`config.mk`:
```
export PLATFORM = sky130hd
export DESIGN_NAME = ripple_carry_adder_4b_flat
export DESIGN_NICKNAME = d
export VERILOG_FILES = /design/src/rtl/ripple_carry_adder_4b_pkg.sv /design/src/rtl/ripple_carry_adder_4b_if.sv /design/src/rtl/ripple_carry_adder_4b_full_adder.sv /design/src/rtl/ripple_carry_adder_4b.sv /design/src/flat_wrapper.sv
export SDC_FILE = /design/constraint.sdc
export NUM_CORES = 1
export LEC_CHECK = 0
export BUFFER_PORTS_ARGS = -buffer_cell sky130_fd_sc_hd__buf_2
export CORE_AREA = 2 2 39 41
export CTS_CLUSTER_SIZE = 10
export DETAILED_ROUTE_END_ITERATION = 10
export DIE_AREA = 0 0 41 43
export GPL_ROUTABILITY_DRIVEN = 0
export SLEW_MARGIN = 10
export SYNTH_ARGS = -nofsm -noshare
export SYNTH_HDL_FRONTEND = slang
export SYNTH_HIERARCHICAL = 1
export SYNTH_SLANG_ARGS = --single-unit
```
`constraint.sdc`:
```
create_clock -name clk -period 5.4 [get_ports clk]
set_input_delay 0.27 -clock clk [delete_from_list [all_inputs] [get_ports clk]]
set_output_delay 0.27 -clock clk [all_outputs]
set_load 0.005 [all_outputs]
```
`src/rtl/ripple_carry_adder_4b_pkg.sv`:
```
// Shared definitions for the ripple-carry adder slice: the default width and
// the packed {carry, sum} result type that callers use to view the outputs as
// a single unsigned number.
package ripple_carry_adder_4b_pkg;

    localparam int ADDER_WIDTH_DEFAULT = 4;

    // {Cout, S} for the default width, as one (WIDTH+1)-bit unsigned value.
    typedef struct packed {
        logic                           carry;
        logic [ADDER_WIDTH_DEFAULT-1:0] sum;
    } adder_result_t;

    // Reference sum used by checkers: A + B + Cin without truncation.
    function automatic logic [ADDER_WIDTH_DEFAULT:0] ref_add(
        input logic [ADDER_WIDTH_DEFAULT-1:0] a,
        input logic [ADDER_WIDTH_DEFAULT-1:0] b,
        input logic                           ci
    );
        return {1'b0, a} + {1'b0, b} + {{ADDER_WIDTH_DEFAULT{1'b0}}, ci};
    endfunction

endpackage

```
`src/rtl/ripple_carry_adder_4b_if.sv`:
```
// Operand/result bundle for the ripple-carry adder. The master side presents
// operands with in_valid; the slave side (the adder) returns the registered
// sum, carry-out and out_valid one cycle later.
interface ripple_carry_adder_4b_if
    import ripple_carry_adder_4b_pkg::*;
#(
    parameter int WIDTH = ADDER_WIDTH_DEFAULT
);
    logic             in_valid;
    logic [WIDTH-1:0] A;
    logic [WIDTH-1:0] B;
    logic             Cin;
    logic [WIDTH-1:0] S;
    logic             Cout;
    logic             out_valid;

    modport master (
        output in_valid, A, B, Cin,
        input  S, Cout, out_valid
    );

    modport slave (
        input  in_valid, A, B, Cin,
        output S, Cout, out_valid
    );
endinterface

```
`src/rtl/ripple_carry_adder_4b_full_adder.sv`:
```
// One-bit full-adder cell; the adder chains WIDTH of these through co -> ci.
module full_adder (
    input  logic a,
    input  logic b,
    input  logic ci,
    output logic s,
    output logic co
);
    logic p;

    // Propagate term is shared by the sum and the carry.
    always_comb begin
        p  = a ^ b;
        s  = p ^ ci;
        co = (a & b) | (ci & p);
    end
endmodule

```
`src/rtl/ripple_carry_adder_4b.sv`:
```
// Unsigned ripple-carry adder with a single output register stage.
// {Cout, S} = A + B + Cin, visible one cycle after in_valid, with out_valid
// marking which cycles carry a fresh result. The timing path is Cin/A[0]/B[0]
// through all WIDTH carry cells into the Cout flop.
module ripple_carry_adder_4b
    import ripple_carry_adder_4b_pkg::*;
#(
    parameter int WIDTH = ADDER_WIDTH_DEFAULT
) (
    input logic                   clk,
    input logic                   rst,
    ripple_carry_adder_4b_if.slave bus
);
    // carry[i] is the carry into bit i; carry[WIDTH] is the combinational Cout.
    logic [WIDTH:0]   carry;
    logic [WIDTH-1:0] sum_next;

    assign carry[0] = bus.Cin;

    generate
        for (genvar gi = 0; gi < WIDTH; gi++) begin : g_cell
            full_adder u_fa (
                .a  (bus.A[gi]),
                .b  (bus.B[gi]),
                .ci (carry[gi]),
                .s  (sum_next[gi]),
                .co (carry[gi+1])
            );
        end
    endgenerate

    // Output register: reset wins over a coincident operation; idle cycles
    // keep the last result but drop out_valid.
    always_ff @(posedge clk) begin
        if (rst) begin
            bus.S         <= '0;
            bus.Cout      <= 1'b0;
            bus.out_valid <= 1'b0;
        end else begin
            bus.out_valid <= bus.in_valid;
            if (bus.in_valid) begin
                bus.S    <= sum_next;
                bus.Cout <= carry[WIDTH];
            end
        end
    end

`ifndef SYNTHESIS
    // The registered result must match a plain '+' of the operands one cycle on.
    a_sum_matches : assert property (
        @(posedge clk) disable iff (rst)
        bus.in_valid |=> ({bus.Cout, bus.S} ==
            $past({1'b0, bus.A} + {1'b0, bus.B} + {{WIDTH{1'b0}}, bus.Cin}))
    ) else $error("adder result differs from A+B+Cin");
`endif

endmodule

```
`src/flat_wrapper.sv`:
```
// flat-port wrapper written by rule: the top's interface ports become plain ports
module ripple_carry_adder_4b_flat import ripple_carry_adder_4b_pkg::*;
#(
    parameter int WIDTH = ADDER_WIDTH_DEFAULT
)
  (clk, rst, bus_in_valid, bus_A, bus_B, bus_Cin, bus_S, bus_Cout, bus_out_valid);
  ripple_carry_adder_4b_if #(.WIDTH(WIDTH)) bus_i ();
  input logic clk;
  input logic rst;
  input wire logic [$bits(bus_i.in_valid)-1:0] bus_in_valid;
  input wire logic [$bits(bus_i.A)-1:0] bus_A;
  input wire logic [$bits(bus_i.B)-1:0] bus_B;
  input wire logic [$bits(bus_i.Cin)-1:0] bus_Cin;
  output wire logic [$bits(bus_i.S)-1:0] bus_S;
  output wire logic [$bits(bus_i.Cout)-1:0] bus_Cout;
  output wire logic [$bits(bus_i.out_valid)-1:0] bus_out_valid;
  assign bus_i.in_valid = bus_in_valid;
  assign bus_i.A = bus_A;
  assign bus_i.B = bus_B;
  assign bus_i.Cin = bus_Cin;
  assign bus_S = bus_i.S;
  assign bus_Cout = bus_i.Cout;
  assign bus_out_valid = bus_i.out_valid;
  ripple_carry_adder_4b #(.WIDTH(WIDTH)) u_core (.clk(clk), .rst(rst), .bus(bus_i));
endmodule
```
; After elaboration in Yosys (flattened, before gate mapping)
; Cells that the tools add are included.
; Widths: inputs -> output; s select.
[word_totals]
reg_bits = 6
latchBits = 0
mem_bits_rw = 0
rom_bits = 0
in_bits = 12
output_inout_bits = 6
wordCells = 23
memories = 0
[classes]
addsub = 0
mul = 0
div = 0
n_lt_le_gt_ge = 0
n_eq_ne = 0
n_shift = 0
n_mux = 0
bitwise = 20
n_reduce_logical = 0
[ops]
columns = operator, n
row1 = $and 1x1->1, 8
row2 = $xor 1x1->1, 8
row3 = $or 1x1->1, 4

; Depth between registers and ports, before layout
; Gate-level depths: netlist of run 1.
[logic_depth]
ltp_word = 9
depth_mapped = 6
depth_no_buf = 6

; Cells and area by module
; The synthesis of run 1 kept the hierarchy.
[modules_own_cells]
columns = module, instances, cells_each, area_each_um2, seq_area_each_um2
row1 = ripple_carry_adder_4b, 1, 18, 206.4, 120.1
row2 = full_adder, 4, 1, 20.0, 0.0

; Least setup slack after synthesis of run 1
; No wires, ideal clock.
[synth_path]
path_kind = input-to-reg
startpoint = input bus_A[0]
endpoint = register u_core.bus.S[3]
setup_time_ns = 0.114
t_arrival_ns = 2.041
required_time_ns = 5.286
slack_ns = 3.244
stages = 6
path_buffers = 0
cell_sequence = fa_1 fa_1 fa_1 fa_1 mux2i_1 nor2_1
[synth_between]
elab_chain_cells = 8
elab_cells_between_ends = 9
classes_between = 9 x bitwise
[synth_rtl]
columns = element, line
row1 = start: declaration, flat_wrapper.sv:11  ; input wire logic [$bits(bus_i.A)-1:0] bus_A;
row2 = $xor 1x1->1, ripple_carry_adder_4b_full_adder.sv:13  ; p = a ^ b;
row3 = $and 1x1->1, ripple_carry_adder_4b_full_adder.sv:15  ; co = (a & b) | (ci & p);
row4 = $or 1x1->1 (*), ripple_carry_adder_4b_full_adder.sv:15
row5 = $and 1x1->1 (*), ripple_carry_adder_4b_full_adder.sv:15
row6 = $or 1x1->1 (*), ripple_carry_adder_4b_full_adder.sv:15
row7 = net u_core.carry[2], ripple_carry_adder_4b.sv:15  ; logic [WIDTH:0] carry;
row8 = $and 1x1->1 (*), ripple_carry_adder_4b_full_adder.sv:15
row9 = $or 1x1->1 (*), ripple_carry_adder_4b_full_adder.sv:15
row10 = net u_core.carry[3], ripple_carry_adder_4b.sv:15
row11 = $xor 1x1->1 (*), ripple_carry_adder_4b_full_adder.sv:14  ; s = p ^ ci;
row12 = net u_core.sum_next[3], ripple_carry_adder_4b.sv:16  ; logic [WIDTH-1:0] sum_next;
row13 = end signal: assignment, ripple_carry_adder_4b.sv:42  ; bus.S <= sum_next;
row14 = end: declaration, ripple_carry_adder_4b_if.sv:24  ; output S, Cout, out_valid
; Mark *: on every way through the listed nets, which the timed path passes. The rest lies on a longest branch.
; A chain may end at the register's enable or synchronous reset.

; Worst setup path in the final report of run 1
[layout_path]
startpoint = input bus_A[0]
endpoint = register u_core.bus.S[3]
[layout_between]
elab_chain_cells = 8
elab_cells_between_ends = 9
classes_between = 9 x bitwise
[layout_rtl]
columns = element, line
row1 = $xor 1x1->1, ripple_carry_adder_4b_full_adder.sv:13
row2 = $and 1x1->1, ripple_carry_adder_4b_full_adder.sv:15
row3 = $or 1x1->1 (*), ripple_carry_adder_4b_full_adder.sv:15
row4 = net u_core.carry[1], ripple_carry_adder_4b.sv:15
row5 = $and 1x1->1 (*), ripple_carry_adder_4b_full_adder.sv:15
row6 = $or 1x1->1 (*), ripple_carry_adder_4b_full_adder.sv:15
row7 = net u_core.carry[2], ripple_carry_adder_4b.sv:15
row8 = $and 1x1->1 (*), ripple_carry_adder_4b_full_adder.sv:15
row9 = $or 1x1->1 (*), ripple_carry_adder_4b_full_adder.sv:15
row10 = net u_core.carry[3], ripple_carry_adder_4b.sv:15
row11 = $xor 1x1->1 (*), ripple_carry_adder_4b_full_adder.sv:14
row12 = net u_core.sum_next[3], ripple_carry_adder_4b.sv:16
; Marked as above.

==> impl_metrics.csv, run 1 <==
group,metric,value,unit
global_routing,grt_util_all_layers,7.68,%
logic_synthesis,synth_cells,22,
floorplanning,io_pins,18,
global_routing,grt_pass1_wl,772,um
detailed_routing,drtPass1Iterations,4,
global_routing,grt_pass1_vias,197,
clock_network,clkTransAtPathRegs,40,ps
logic_synthesis,ys_ff_latch,6,
sta,finalWorstSetupSlack,3320,ps
logic_synthesis,synth-edff-count,0,
sta,finalSetupViolCount,0,
worst_setup_path,worst_path_max_delay_cell,"fa_1",
logic_synthesis,yosysMostFrequentCell,"dfxtp_1",
clock_network,cts_root_buf,"clkbuf_4",
global_routing,overflow,0,
worst_setup_path,critPathMaxStageDelay,440,ps
worst_setup_path,cp-end-kind,"flop",
detailed_routing,drtIter0Drc,4,
detailed_routing,totalWireLength,555,um
logic_synthesis,synth_nets,38,
cells_and_area,fillers,144,
floorplanning,initial_utilization,20.7,%
sta,fin_crit_sh,38.5,%
power,peakVddDrop,0.000144,V
logic_synthesis,ys_warn_count,6,
floorplanning,dieArea,0.00176,mm2
worst_setup_path,crit_fanout,1,
worst_setup_path,required,5540,ps
floorplanning,core-area,0.00138,mm2
worst_setup_path,critical_path_class,"in2reg",
power,power_density,282,mW/mm2
global_routing,antenna_found_initial,0,
worst_setup_path,ff2ff_path_depth,2,
floorplanning,die_x,41,um
logic_synthesis,syn_area_per_cell,13.0,um2
cells_and_area,syn_to_final_growth,40.6,%
clock_network,clk_latency,250,ps
sta,period_minus_slack,2080,ps
cells_and_area,layout.nets,59,
clock_network,cts_buffers,3,
sta,clock_skew,0,ps
sta,timing.fmax,481,MHz
clock_network,clock-sinks,6,
sta,hold_viol,0,
clock_network,post_cts_buffers,0,
logic_synthesis,synth.top_cells.by_count,"dfxtp_1, mux2i_1, nor2_1, fa_1",
clock_network,ctsHtreeMaxLevel,1,
detailed_routing,routedWlPerCell,9.74,um
clock_network,cts_tree,"built",
sta,worst_pin_slew,132,ps
detailed_routing,drc,0,
power,power,0.114,mW
worst_setup_path,path_common_cell,"fa_1",
sta,relSlewSlack,91.0,%
worst_setup_path,crit_path_end,"u_core/bus.S[3]",
worst_setup_path,r2r_start,"u_core/bus.S[2]",
cells_and_area,drive_gt1_share,48.8,%
run,max_cap_violations,0,
detailed_routing,viasPerCell,4.05,
logic_synthesis,synth_cell_type_count,6,
floorplanning,die_height,43,um
detailed_routing,ant_nets,0,
logic_synthesis,ys_seq_area_share,41.9,%
sta,rsz0062_at_grt,"false",
worst_setup_path,reg2reg_slack,4810,ps
global_routing,grt_max_degree,7,
worst_setup_path,startpoint,"bus_A[0]",
sta,tns,0,ps
place,numPortBuffers,17,
detailed_routing,num_vias,231,
power,power.leakage,0.207,nW
logic_synthesis,syn_area,287,um2
place,dpl_worst_slack,3050,ps
clock_network,clk_path_buf_depth,2,
clock_network,post_cts_resized,0,
logic_synthesis,ys.flop_type,"dfxtp_1",
worst_setup_path,cp-start-kind,"input port",
floorplanning,rows,14,
cells_and_area,n_antenna_cell,0,
worst_setup_path,r2r-end,"u_core/bus.S[2]",
logic_synthesis,synth_area_leader_cell,"dfxtp_1",
sta,slew_violations,0,
worst_setup_path,path_cells,"buf_2, fa_1, fa_1, fa_1, fa_1, mux2i_1, nor2_1",
logic_synthesis,yosysTopAreaCellShare,41.9,%
worst_setup_path,arrival,2220,ps
clock_network,hold_buffers,0,
logic_synthesis,synth-async-reset-ratio,0,%
min_path,min-delay-path-class,"in2reg",
run_status,run_status,"completed",
logic_synthesis,synthTopCellsByArea,"dfxtp_1, fa_1, mux2i_1",
metrics by stage:
stage | instance area (um2) | std cells | hold WS [ps] | utilization, %
2_1_floorplan | 287 | 22 | 342 | -
3_3_place_gp | 380 | 54 | 472 | 27.5
3_5_place_dp | 380 | 54 | 477 | 27.5
4_1_cts | 403 | 57 | 264 | 29.1
5_1_grt | 403 | 57 | 258 | 29.1
6_report | 403 | 57 | 266 | 29.1
logic make-up after synthesis:
kind of cell / after synthesis / synth area share (%)
muxes: 5 / 17.5
and+or+nand+nor: 6 / 8.74
adders and majority gates: 4 / 27.9
buffers and inverters: 1 / 3.93
DFF: 6 / 41.9
metal layers:
metal	vias up	GRT usage (%)	routed length [um]
met1	99	8.52	230
met2	21	8.13	187
met4	0	4.00	11
met3	2	9.42	125
li1	109	-	-
met5	-	0	0
final cells by class:
class,count,area [um2],share of cell area [%]
flip-flops and latches,6,120,29.8
well taps,16,20.0,4.97
repair buffers,17,85.1,21.1
clock buffers,3,22.5,5.59
multi-input cells,15,155,38.5
report_power, final:
part	internal (mW)	switching (mW)	leakage, nW
clock	0.0251	0.0161	0.0138
sequential	0.0486	0.00165	0.0496
combinational	0.0121	0.0102	0.143
total	0.0858	0.0279	0.207
cells in the final DEF (no fill, tap or decap):
cell,netlist,routed
nor2b_1,1,1
buf_2,0,17
mux2i_1,5,5
clkbuf_4,0,3
fa_1,4,4
nor2_1,5,5
dfxtp_1,6,6
worst max-delay path: cells and delay by family:
kind                       cells  cell delay (ps)
buffers and inverters          1              110
and+or+nand+nor                1               50
muxes                          1              140
adders and majority gates      4             1640
state kept, by name, indices dropped and copies added (netlist names):
name,cells
u_core/bus.out_valid,1
u_core/bus.Cout,1
u_core/bus.S,4
worst min-delay path by stage:
stage / start / slack [ps] / cells past startpoint / to
finish: rst / 270 / 2 / u_core/bus.S[2]
global route: rst / 260 / 2 / u_core/bus.S[2]
CTS: rst / 260 / 2 / u_core/bus.S[2]
detailed placement: u_core/bus.S[0] / 480 / 2 / u_core/bus.S[0]
global placement: u_core/bus.S[0] / 470 / 2 / u_core/bus.S[0]
floorplan: rst / 340 / 1 / u_core/bus.out_valid
No activity file was read; power rests on OpenSTA's default activity.
==> inputs of run 2 (changes only) <==
==> constraint.sdc (replaced) <==
create_clock -name clk -period 2.05 [get_ports clk]
set_input_delay 0.1025 -clock clk [delete_from_list [all_inputs] [get_ports clk]]
set_output_delay 0.1025 -clock clk [all_outputs]
set_load 0.005 [all_outputs]
==> impl_metrics.csv, run 2 (same netlist as run 1, synthesis figures left out) <==
group,metric,value,unit
detailed_routing,routedWlPerCell,9.53,um
cells_and_area,fillers,139,
sta,holdWs,98.9,ps
global_routing,grt_util_all_layers,7.79,%
clock_network,ctsHtreeMaxLevel,1,
cells_and_area,n_antenna_cell,0,
power,p_sw_share,23.8,%
detailed_routing,totalWireLength,543,um
cells_and_area,final_common_cell,"buf_2",
run_status,run_status,"completed",
worst_setup_path,crit_fanout,1,
worst_setup_path,worst_path_max_delay_cell,"fa_1",
cells_and_area,regMostFlops,"u_core/bus.S",
clock_network,post_cts_buffers,0,
cells_and_area,syn_to_final_growth,40.6,%
global_routing,grt_pass1_vias,200,
sta,hold_viol,0,
worst_setup_path,critPathTopFamily,"adder cells",
clock_network,post_cts_resized,0,
sta,slew_violations,0,
clock_network,clock-sinks,6,
power,power_frac_comb,20.0,%
detailed_routing,viasPerCell,4.00,
place,numPortBuffers,17,
cells_and_area,largest_reg_flops,4,
sta,worst_pin_slew,153,ps
sta,finalSetupViolCount,0,
floorplanning,die_x,41,um
floorplanning,die_height,43,um
floorplanning,dieArea,0.00176,mm2
worst_setup_path,r2r_start,"u_core/bus.S[1]",
cells_and_area,regArea,120,um2
floorplanning,core-area,0.00138,mm2
worst_setup_path,critical_path_class,"in2reg",
power,power.leakage,0.207,nW
power,intPower,0.226,mW
worst_setup_path,reg2reg_slack,1440,ps
global_routing,grt_pass1_wl,786,um
sta,fin_crit_sh,94.4,%
detailed_routing,num_vias,228,
worst_setup_path,cp_num_buf_inv,1,
floorplanning,rows,14,
clock_network,hold_buffers,0,
worst_setup_path,path_cells,"buf_2, fa_1, fa_1, fa_1, fa_1, mux2i_1, nor2_1",
place,dpl_worst_slack,-152,ps
sta,rsz0062_at_grt,"false",
clock_network,clk_path_buf_depth,2,
global_routing,grt_max_degree,7,
worst_setup_path,cp-end-kind,"flop",
cells_and_area,multiInputGateArea,155,um2
floorplanning,initial_utilization,20.7,%
worst_setup_path,startpoint,"bus_A[0]",
clock_network,cts_tree,"built",
sta,relSlewSlack,89.5,%
worst_setup_path,arrival,2070,ps
worst_setup_path,ff2ff_path_depth,2,
power,power.share.clock,35.3,%
power,power_density,735,mW/mm2
cells_and_area,drive_gt1_share,48.8,%
worst_setup_path,path_common_cell,"fa_1",
cells_and_area,largest_registers,"u_core/bus.S (4), u_core/bus.Cout (1), u_core/bus.out_valid (1)",
sta,period_minus_slack,1930,ps
min_path,hold_path_depth,2,
worst_setup_path,cp-start-kind,"input port",
floorplanning,io_pins,18,
clock_network,clkTransAtPathRegs,40,ps
worst_setup_path,required,2180,ps
sta,tns,0,ps
clock_network,clk_latency,240,ps
sta,finalWorstSetupSlack,115,ps
cells_and_area,final_cell_mix,"buf_2, dfxtp_1, mux2i_1, nor2_1, fa_1",
worst_setup_path,r2r-end,"u_core/bus.S[1]",
power,p_sw,0.0704,mW
sta,timing.fmax,517,MHz
cells_and_area,layout.nets,59,
detailed_routing,drtPass1Iterations,4,
place,dp_cells,54,
sta,clock_skew,0,ps
worst_setup_path,crit_path_end,"u_core/bus.S[3]",
global_routing,overflow,0,
detailed_routing,drtIter0Drc,5,
worst_setup_path,critPathMaxStageDelay,450,ps
run,max_cap_violations,0,
worst_setup_path,cp.depth,7,
min_path,min-delay-path-class,"in2reg",
clock_network,cts_root_buf,"clkbuf_4",
detailed_routing,drc,0,
clock_network,cts_buffers,3,
power,seqPwrFrac,44.7,%
global_routing,antenna_found_initial,0,
cells_and_area,final_cells,57,
detailed_routing,ant_nets,0,
power,peakVddDrop,0.000553,V
[run 2: cell counts in the layout (fill, tap and decap cells not counted)]
No cell type changed its count.
[run 2: per-layer routing]
layer	vias up	GRT usage, %	share of wire [%]
met5	-	0	0
met4	0	6.00	0
met3	0	8.90	21
met2	20	7.81	35
met1	97	8.58	44
li1	111	-	-
[run 2: power by group through the flow]
stage / clock [mW] / sequential [mW] / combinational, mW
CTS: 0.110 / 0.132 / 0.0612
finish: 0.105 / 0.133 / 0.0592
global placement: 0 / 0.135 / 0.0583
global route: 0.121 / 0.133 / 0.0687
floorplan: 0 / 0.136 / 0.0289
detailed placement: 0 / 0.134 / 0.0610
[run 2: through the flow]
step                      instance area [um2]  util, %  total power, mW
after floorplan                           287        -            0.165
after global placement                    380     27.5            0.193
after detailed placement                  380     27.5            0.195
after CTS                                 403     29.1            0.304
after global routing                      403     29.1            0.322
final                                     403     29.1            0.296
[run 2: worst min-delay path by stage]
| stage | slack [ps] | endpoint | startpoint |
|---|---|---|---|
| detailed placement | 350 | u_core/bus.out_valid | rst |
| global route | 100 | u_core/bus.S[3] | rst |
| finish | 100 | u_core/bus.out_valid | rst |
| CTS | 90 | u_core/bus.out_valid | rst |
| floorplan | 170 | u_core/bus.out_valid | rst |
| global placement | 350 | u_core/bus.out_valid | rst |
[run 2: cell type report]
cell class	count	area share, %
clock buffers	3	5.59
flip-flops and latches	6	29.8
well taps	16	4.97
multi-input cells	15	38.5
repair buffers	17	21.1
==> inputs of run 3 (changes only) <==
--- a/config.mk
+++ b/config.mk
@@ -11,6 +11,7 @@
 export DETAILED_ROUTE_END_ITERATION = 10
 export DIE_AREA = 0 0 41 43
 export GPL_ROUTABILITY_DRIVEN = 0
+export RECOVER_POWER = 25
 export SLEW_MARGIN = 10
 export SYNTH_ARGS = -nofsm -noshare
 export SYNTH_HDL_FRONTEND = slang
==> impl_metrics.csv, run 3 (same netlist as run 1, synthesis figures left out) <==
group,metric,value,unit
cells_and_area,syn_to_final_growth,39.3,%
cells_and_area,fin_util,28.8,%
detailed_routing,viasPerCell,4.00,
clock_network,clock-sinks,6,
clock_network,clk_path_buf_depth,2,
run,max_cap_violations,0,
sta,holdWs,99.5,ps
sta,period_minus_slack,1920,ps
place,numPortBuffers,17,
floorplanning,rows,14,
sta,relSlewSlack,74.8,%
cells_and_area,regMostFlops,"u_core/bus.S",
sta,rsz0062_at_grt,"false",
cells_and_area,drive_gt1_share,41.5,%
power,power.leakage,0.198,nW
floorplanning,dieArea,0.00176,mm2
clock_network,cts_tree,"built",
global_routing,overflow,0,
worst_setup_path,cp-end-kind,"flop",
worst_setup_path,cp-start-kind,"input port",
worst_setup_path,crit_fanout,1,
power,peakVddDrop,0.000553,V
min_path,hold_path_depth,2,
cells_and_area,design_area,399,um2
detailed_routing,drc,0,
floorplanning,die_x,41,um
detailed_routing,totalWireLength,544,um
floorplanning,die_height,43,um
cells_and_area,layout.nets,59,
global_routing,grt_pass1_vias,200,
worst_setup_path,required,2180,ps
cells_and_area,final_cell_mix,"buf_2, dfxtp_1, mux2i_1, nor2_1, fa_1",
run_status,run_status,"completed",
detailed_routing,ant_nets,0,
sta,timing.fmax,521,MHz
cells_and_area,largest_reg_flops,4,
cells_and_area,largest_registers,"u_core/bus.S (4), u_core/bus.Cout (1), u_core/bus.out_valid (1)",
clock_network,cts_root_buf,"clkbuf_4",
clock_network,clk_latency,240,ps
floorplanning,initial_utilization,20.7,%
clock_network,clkTransAtPathRegs,40,ps
sta,finalSetupViolCount,0,
detailed_routing,routedWlPerCell,9.54,um
sta,fin_crit_sh,93.7,%
detailed_routing,drtPass1Iterations,4,
place,dpl_worst_slack,-152,ps
floorplanning,core-area,0.00138,mm2
global_routing,antenna_found_initial,0,
cells_and_area,n_antenna_cell,0,
worst_setup_path,arrival,2050,ps
global_routing,grt_pass1_wl,786,um
clock_network,cts_buffers,3,
sta,slew_violations,0,
global_routing,grt_max_degree,7,
detailed_routing,drtIter0Drc,4,
worst_setup_path,critical_path_class,"in2reg",
sta,clock_skew,0,ps
clock_network,hold_buffers,0,
detailed_routing,num_vias,228,
cells_and_area,final_common_cell,"buf_2",
clock_network,ctsHtreeMaxLevel,1,
power,power_density,741,mW/mm2
sta,hold_viol,0,
clock_network,post_cts_resized,0,
worst_setup_path,ff2ff_path_depth,2,
floorplanning,io_pins,18,
sta,worst_pin_slew,379,ps
place,placed_area,380,um2
global_routing,grt_util_all_layers,7.79,%
sta,finalWorstSetupSlack,129,ps
min_path,min-delay-path-class,"in2reg",
clock_network,post_cts_buffers,0,
## run 3: cell types whose count changed in the layout (fill, tap and decap cells not counted)
cell and change:
clkbuf_1 +3, buf_2 -3
## run 3: layer usage
metal / GRT usage [%] / part of all wire (%) / up-vias
li1: - / - / 111
met1: 8.58 / 44 / 97
met2: 7.81 / 35 / 20
met3: 8.90 / 21 / 0
met4: 6.00 / 0 / 0
met5: 0 / 0 / -
## run 3: area by class of cell
| type | instances | area [um2] |
|---|---|---|
| well taps | 16 | 20.0 |
| fillers | 141 | 985 |
| flip-flops and latches | 6 | 120 |
| clock buffers | 3 | 22.5 |
| multi-input cells | 15 | 155 |
| repair buffers | 17 | 81.3 |
## run 3: worst paths after layout
kind | startpoint | end | slack, ps
worst max-delay path | bus_A[0] | u_core/bus.S[3] | 130
worst min-delay path | rst | u_core/bus.out_valid | 100
worst max register to register | u_core/bus.S[1] | u_core/bus.S[1] | 1440
worst min register to register | u_core/bus.S[2] | u_core/bus.S[2] | 490
## run 3: power by group
group	internal, mW	leakage [nW]	total [mW]	switching (mW)
clock	0.0659	0.0138	0.105	0.0386
sequential	0.128	0.0496	0.133	0.00452
combinational	0.0311	0.134	0.0584	0.0273
## run 3: through the flow
| step | cells | power [mW] | TNS, ps |
|---|---|---|---|
| global placement | 54 | 0.193 | -157 |
| floorplan | 22 | 0.165 | 0 |
| CTS | 57 | 0.304 | 0 |
| detailed placement | 54 | 0.195 | -240 |
| global route | 57 | 0.322 | 0 |
| finish | 57 | 0.296 | 0 |
## run 3: worst max-delay path, stage by stage
cell      delay [ps]
clkbuf_1          90
fa_1             430
fa_1             400
fa_1             400
fa_1             450
mux2i_1          140
nor2_1            50
